### src/rtl/range_stream_source.sv
// range_stream_source: BIST / testbench source for the range-finder sample protocol.
// On start it emits a burst of n = max(length,2) samples framed by go (first sample)
// and finish (last sample), tracks min/max of what it sent, then compares range_in.
// Optional build macro: RSS_RAMP_MODE_EN (samples count up by one instead of LFSR).
// Ports:
//   clock, reset            : single clock, asynchronous active-high reset
//   start, length, seed     : burst request, sampled only while idle
//   range_in, error_in      : finder result and finder debug error, sampled in CHECK
//   data_out, go, finish    : registered sample stream and framing
//   busy, done, mismatch    : status; done pulses one cycle with mismatch valid
//   exp_range               : self-computed max-min, held until the next check
module range_stream_source #(
  parameter int               WIDTH = 10,
  parameter logic [WIDTH-1:0] TAPS  = 10'h240
) (
  input  logic             clock,
  input  logic             reset,
  input  logic             start,
  input  logic [7:0]       length,
  input  logic [WIDTH-1:0] seed,
  input  logic [WIDTH-1:0] range_in,
  input  logic             error_in,
  output logic [WIDTH-1:0] data_out,
  output logic             go,
  output logic             finish,
  output logic             busy,
  output logic             done,
  output logic             mismatch,
  output logic [WIDTH-1:0] exp_range
);

  typedef enum logic [2:0] {
    S_IDLE,
    S_FIRST,
    S_STREAM,
    S_LAST,
    S_CHECK
  } state_t;

  state_t           state_q, state_d;
  logic [WIDTH-1:0] data_q, data_d;
  logic             go_q, go_d;
  logic             finish_q, finish_d;
  logic             done_q, done_d;
  logic             mismatch_q, mismatch_d;
  logic [WIDTH-1:0] exp_range_q, exp_range_d;
  logic [WIDTH-1:0] min_q, min_d;
  logic [WIDTH-1:0] max_q, max_d;
  logic [7:0]       cnt_q, cnt_d;   // samples emitted so far; reaches at most 255
  logic [7:0]       n_q, n_d;       // burst length, already clamped to >= 2

  logic [WIDTH-1:0] seed_eff;
  logic [WIDTH-1:0] next_sample;
  logic [WIDTH-1:0] cur_range;

`ifdef RSS_RAMP_MODE_EN
  assign seed_eff    = seed;
  assign next_sample = data_q + WIDTH'(1);
`else
  // An all-zero LFSR state would lock up, so a zero seed is replaced by 1.
  assign seed_eff    = (seed == '0) ? WIDTH'(1) : seed;
  assign next_sample = {data_q[WIDTH-2:0], ^(data_q & TAPS)};
`endif

  // max >= min always holds once the first sample is loaded, so no wrap.
  assign cur_range = max_q - min_q;

  always_comb begin
    state_d     = state_q;
    data_d      = data_q;
    go_d        = 1'b0;
    finish_d    = 1'b0;
    done_d      = 1'b0;
    mismatch_d  = mismatch_q;
    exp_range_d = exp_range_q;
    min_d       = min_q;
    max_d       = max_q;
    cnt_d       = cnt_q;
    n_d         = n_q;

    unique case (state_q)
      S_IDLE: begin
        if (start) begin
          n_d        = (length < 8'd2) ? 8'd2 : length;
          data_d     = seed_eff;
          min_d      = seed_eff;
          max_d      = seed_eff;
          cnt_d      = 8'd1;
          go_d       = 1'b1;
          mismatch_d = 1'b0;
          state_d    = S_FIRST;
        end
      end
      S_FIRST, S_STREAM: begin
        data_d = next_sample;
        cnt_d  = cnt_q + 8'd1;
        if (next_sample < min_q) min_d = next_sample;
        if (next_sample > max_q) max_d = next_sample;
        // cnt_q is the index of the sample being loaded now; index n-1 is the last.
        if (cnt_q == n_q - 8'd1) begin
          finish_d = 1'b1;
          state_d  = S_LAST;
        end else begin
          state_d  = S_STREAM;
        end
      end
      S_LAST: begin
        state_d = S_CHECK;
      end
      S_CHECK: begin
        exp_range_d = cur_range;
        mismatch_d  = (range_in != cur_range) | error_in;
        done_d      = 1'b1;
        state_d     = S_IDLE;
      end
      default: begin
        state_d = S_IDLE;
      end
    endcase
  end

  always_ff @(posedge clock or posedge reset) begin
    if (reset) begin
      state_q     <= S_IDLE;
      data_q      <= '0;
      go_q        <= 1'b0;
      finish_q    <= 1'b0;
      done_q      <= 1'b0;
      mismatch_q  <= 1'b0;
      exp_range_q <= '0;
      min_q       <= '0;
      max_q       <= '0;
      cnt_q       <= 8'd0;
      n_q         <= 8'd2;
    end else begin
      state_q     <= state_d;
      data_q      <= data_d;
      go_q        <= go_d;
      finish_q    <= finish_d;
      done_q      <= done_d;
      mismatch_q  <= mismatch_d;
      exp_range_q <= exp_range_d;
      min_q       <= min_d;
      max_q       <= max_d;
      cnt_q       <= cnt_d;
      n_q         <= n_d;
    end
  end

  assign data_out  = data_q;
  assign go        = go_q;
  assign finish    = finish_q;
  assign busy      = (state_q != S_IDLE);
  assign done      = done_q;
  assign mismatch  = mismatch_q;
  assign exp_range = exp_range_q;

endmodule

### config.mk
export PLATFORM = sky130hd
export DESIGN_NAME = range_stream_source
export DESIGN_NICKNAME = d
export VERILOG_FILES = /design/src/rtl/range_stream_source.sv
export SDC_FILE = /design/constraint.sdc
export NUM_CORES = 1
export LEC_CHECK = 0
export CAP_MARGIN = 30
export CORE_ASPECT_RATIO = 0.75
export CORE_MARGIN = 8
export CORE_UTILIZATION = 55
export DETAILED_ROUTE_END_ITERATION = 16
export GPL_ROUTABILITY_DRIVEN = 0
export PLACE_DENSITY_LB_ADDON = 0.2
export REMOVE_ABC_BUFFERS = 1
export SLEW_MARGIN = 20
export SYNTH_ARGS = -nofsm -noshare
export SYNTH_HDL_FRONTEND = slang
export SYNTH_SLANG_ARGS = --single-unit
### constraint.sdc
create_clock -name clock -period 3.2 [get_ports clock]
set_input_delay 0.8 -clock clock [delete_from_list [all_inputs] [get_ports clock]]
set_output_delay 0.8 -clock clock [all_outputs]
set_load 0.005 [all_outputs]
# Yosys cells after proc, flatten, opt, wreduce, memory -nomap -nowiden
# Cells that the tools add are included.
# op_classes
bitwise	1
n_lt_le_gt_ge	3
addsub	3
eq_ne	9
n_reduce_logical	12
muxes	20
# ops
operator	n
one-hot mux 10 bit (2 select lines)	3
two-way mux 10 bit	4
two-way mux 8 bit	2
one-hot mux 8 bit (2 select lines)	1
greater-than comparator 10 bit	1
zero test 10 bit	1
< comparator 10 bit	1
inequality test 10 bit	1
XOR reduction 10 bit	1
subtractor 10 bit	1
one-hot mux 3 bit (3 select lines)	1
adder 8 x 1 -> 8 bit, second input constant	1
== test 8 bit	1
< comparator 8 x 2 -> 1 bit, second input constant	1
subtractor 8 x 1 -> 8 bit, second input constant	1
two-way mux 1 bit	7
== test 3 x 2 -> 1 bit, second input constant	2
inequality test 2 bit, second input constant	3
AND reduction 2 bit	3
AND reduction 3 bit	2
nonzero test 2 bit	2
== test 3 x 1 -> 1 bit, second input constant	1
== test 3 bit, second input constant	1
zero test 3 bit	1
other kinds (5)	5
# totals
elab_cells	59
inputBits	32
ff_bits	63

# Longest topological paths before layout
# Gate-level depths: netlist of run 1.
# depth
depth_word	4
depth_mapped	10

# Least setup slack after synthesis of run 1
# Ideal clock, no wire load.
# synth_path
path_kind	reg-to-reg
from	reg max_q[0]
to	reg mismatch_q, in the netlist mismatch
setup_ns	0.130
synth_period_minus_slack_ns	2.622
stages_incl_launch_ff	11
setup_slack_ns	0.578
arrival_ns	2.492
cell_sequence	dfrtp_1 inv_1 ha_1 inv_1 fa_1 a21o_1 a21oi_1 xnor3_1 or4_1 a2111oi_2 a21oi_1
# synth_via
elab_chain_len	4
# synth_lines
element	line	text
start: declaration	48	logic [WIDTH-1:0] max_q, max_d;
start signal: assignment	144	max_q <= max_d;
subtractor 10 bit	66	assign cur_range = max_q - min_q;
inequality test 10 bit	112	mismatch_d = (range_in != cur_range) | error_in;
OR 1 bit	112	
one-hot mux 1 bit (2 select lines)	81	unique case (state_q)
end signal: assignment	141	mismatch_q <= mismatch_d;
end: declaration	45	logic mismatch_q, mismatch_d;
# No other way between the ends.
# A chain may end at the register's enable or synchronous reset.

# Worst setup path after layout of run 1
# Same ends and word-level chain as after synthesis.

==> impl_metrics.yaml, run 1 <==
placement:
  pre_cts_ws_ns: 0.236
  hpwl_mm: 8.03
  port_buffers: 56
  dp.cells: 584
floorplan:
  io_pins: 57
  core_sq_um: 7260
  die_area_sq_um: 10400
  initial_core_util: 0.559
  fp-row-count: 27
  die_h_microns: 90.4
  die_x_microns: 115
detailed_routing:
  vias: 3479
  post_drt_wl_per_cell_microns: 17.7
  wirelength_mm: 10.6
  drtPass1Iterations: 5
  antenna_left: 0
  drc: 0
  drtIter0Drc: 267
  drt-vias-per-instance: 5.80
sta:
  worst_slack_ns: 0.304
  setup_viol: 0
  slew_violations: 0
  finalCritPeriodShare: 0.905
  tightestPinTransition_ns: 0.598
  final_hold_viol_count: 0
  slew_headroom: 0.596
  finClkSkew_ns: 0.0113
  fin_crit_ns: 2.90
  rsz0062_at_grt: "false"
  finalSetupTns_ns: 0
  fmax_ghz: 0.345
yosys:
  yosys.cell_types.count: 56
  yosys_warnings: 0
  synth_flop_cell: "dfrtp_1"
  synth_commonest_cells: "81 x nand2_1, 62 x dfrtp_1, 30 x ha_1, 30 x o21ai_0, 28 x inv_1"
  yosysMostFrequentCell: "nand2_1"
  avgSynthCellArea_sq_um: 9.36
  yosys_register_bits: 63
  synthCells: 434
  synth_area_leaders: "dfrtp_1 38%, ha_1 9.2%, nand2_1 7.5%"
  synth_area_sq_um: 4060
  synth_edf_count: 0
  synthArstFlopShare: 1.00
  yosys.area.top_type: "dfrtp_1"
  synth.yosys.seq_area_share: 0.388
  yosys.area.top_type_share: 0.382
setup_path:
  cp-end-kind: "flop"
  cp-start-kind: "flop"
  reg2reg_to: "mismatch$_DFFE_PP0P_"
  regToRegStartpoint: "max_q[0]$_DFFE_PP0P_"
  cp.required_ns: 3.42
  regToRegSetupSlack_ns: 0.30
  crit_fanout: 4
  crit_type: "reg2reg"
  arrival_ns: 3.12
  reg2reg_depth: 10
clocking:
  htreeDepth: 3
  postCtsSetupBuffers: 0
  worstSkewPairLatency_ns: 0.35
  cts_buffers: 9
  hold_buffers: 0
  clk_path_buf_depth: 2
  clk_pin_slew_ns: 0.08
  cts_root_buf: "clkbuf_8"
  cts_tree: "built"
  ctsResizeCount: 0
  clock_sinks: 63
hold_path:
  hold_end: "exp_range[6]$_DFFE_PP0P_"
  worstHoldStart: "exp_range[6]$_DFFE_PP0P_"
  min_path_type: "reg2reg"
  hold_depth: 2
global_route:
  grt.overflow.total: 0
  grt_usage: 0.212
  antenna_found_initial: 0
  grt_pass1_vias: 3381
  grt_pass1_wl_mm: 17.5
  grt_max_degree: 26
finish:
  drive_gt1_frac: 0.110
  final_cells: 600
  fin_nets: 557
  antenna_cells: 0
  syn_to_final_growth_pct: 23.0
  fillers: 563
job:
  max-cap-violations: 0
outcome:
  status: "finished, final reports clean"
power:
  total_power_w: 0.00682
  p_leak_nw: 2.33
  ir_drop_mv: 0.506
  p_per_area_nw_per_um2: 1360
cell families (layout without fill, tap and decap cells):
logic type	Yosys count	after routing	synth area share
mux	23	23	0.0628
fa+ha+maj	31	31	0.0973
simple gates	148	148	0.170
flops	63	63	0.388
buf+inv	48	113	0.0487
compound gates	90	90	0.149
xor+xnor	31	31	0.0838
sequential cells by signal, summed over array words and instances, names as in the netlist:
signal and flops:
data_out 10, exp_range 10, max_q 10, min_q 10, cnt_q 8, n_q 8
state_q 3, done 1, finish 1, go 1, mismatch 1
worst max-delay path: stages (launching register included):
cell and delay, ns:
dfrtp_1 0.41, inv_1 0.07, ha_1 0.14, inv_1 0.05, fa_1 0.42, a21o_1 0.22
a21oi_1 0.32, xnor3_1 0.26, or4_1 0.43, a2111oi_2 0.33, a21oi_1 0.13
cells in the final DEF (no fill, tap or decap), types with 3 or more instances in the layout:
cell type	netlist	final
inv_1	28	27
a311o_1	9	9
nand3_1	8	8
a21oi_1	17	17
xnor2_1	12	12
clkbuf_8	0	9
nor3_1	17	17
ha_1	30	30
xnor3_1	5	5
xor2_1	14	14
nand2_1	81	81
nand4_1	5	5
o211ai_1	4	4
mux2i_1	3	3
nor2_1	11	11
o21ai_0	30	30
clkdlybuf4s50_1	0	56
buf_4	0	11
bufinv_16	0	3
nor4_1	4	4
clkinv_4	0	3
dfrtp_1	62	62
mux2_2	20	20
a22o_1	3	3
a21o_1	5	5
worst max-delay path by stage:
stage	start	endpoint	slack, ns
after floorplan	start	min_q[0]$_DFFE_PP0P_	0.26
after CTS	max_q[0]$_DFFE_PP0P_	mismatch$_DFFE_PP0P_	0.34
after detailed placement	range_in[6]	mismatch$_DFFE_PP0P_	0.24
after global placement	range_in[6]	mismatch$_DFFE_PP0P_	0.32
after global routing	max_q[0]$_DFFE_PP0P_	mismatch$_DFFE_PP0P_	0.17
final	max_q[0]$_DFFE_PP0P_	mismatch$_DFFE_PP0P_	0.30
final cells by class:
class | count | area, sq um | share of cell area
Inverter | 30 | 113 | 0.0225
Clock buffer | 9 | 124 | 0.0248
Timing Repair Buffer | 67 | 643 | 0.129
Sequential cell | 63 | 1580 | 0.316
Multi-Input combinational cell | 323 | 2290 | 0.459
Clock inverter | 7 | 121 | 0.0243
Tap cell | 101 | 126 | 0.0253
layer usage:
layer / global-route usage / wire length [microns] / up-vias
li1: - / - / 1655
met1: 0.300 / 4900 / 1648
met2: 0.306 / 4650 / 164
met3: 0.0568 / 939 / 12
met4: 0.0654 / 130 / 0
met5: 0 / 0 / -
metrics by stage:
stage,hold WS (ns),instance area [sq um],util
floorplan,0.441,3980,-
global placement,0.463,4750,0.654
detailed placement,0.469,4750,0.654
CTS,0.486,5000,0.688
global route,0.501,5000,0.688
finish,0.481,5000,0.688
where the power goes:
group / internal [W] / total, W / switching [W]
Sequential: 0.00120 / 0.00163 / 0.000436
Combinational: 0.00206 / 0.00434 / 0.00228
Clock: 0.000520 / 0.000845 / 0.000326
Total: 0.00378 / 0.00682 / 0.00304
(Power assumes the default switching activity.)
==> run 2, diff against run 1 <==
TNS_END_PERCENT = 5   (was not set)
==> results of run 2 <==
No change in the layout: final DEF, timing and power equal those of run 1.
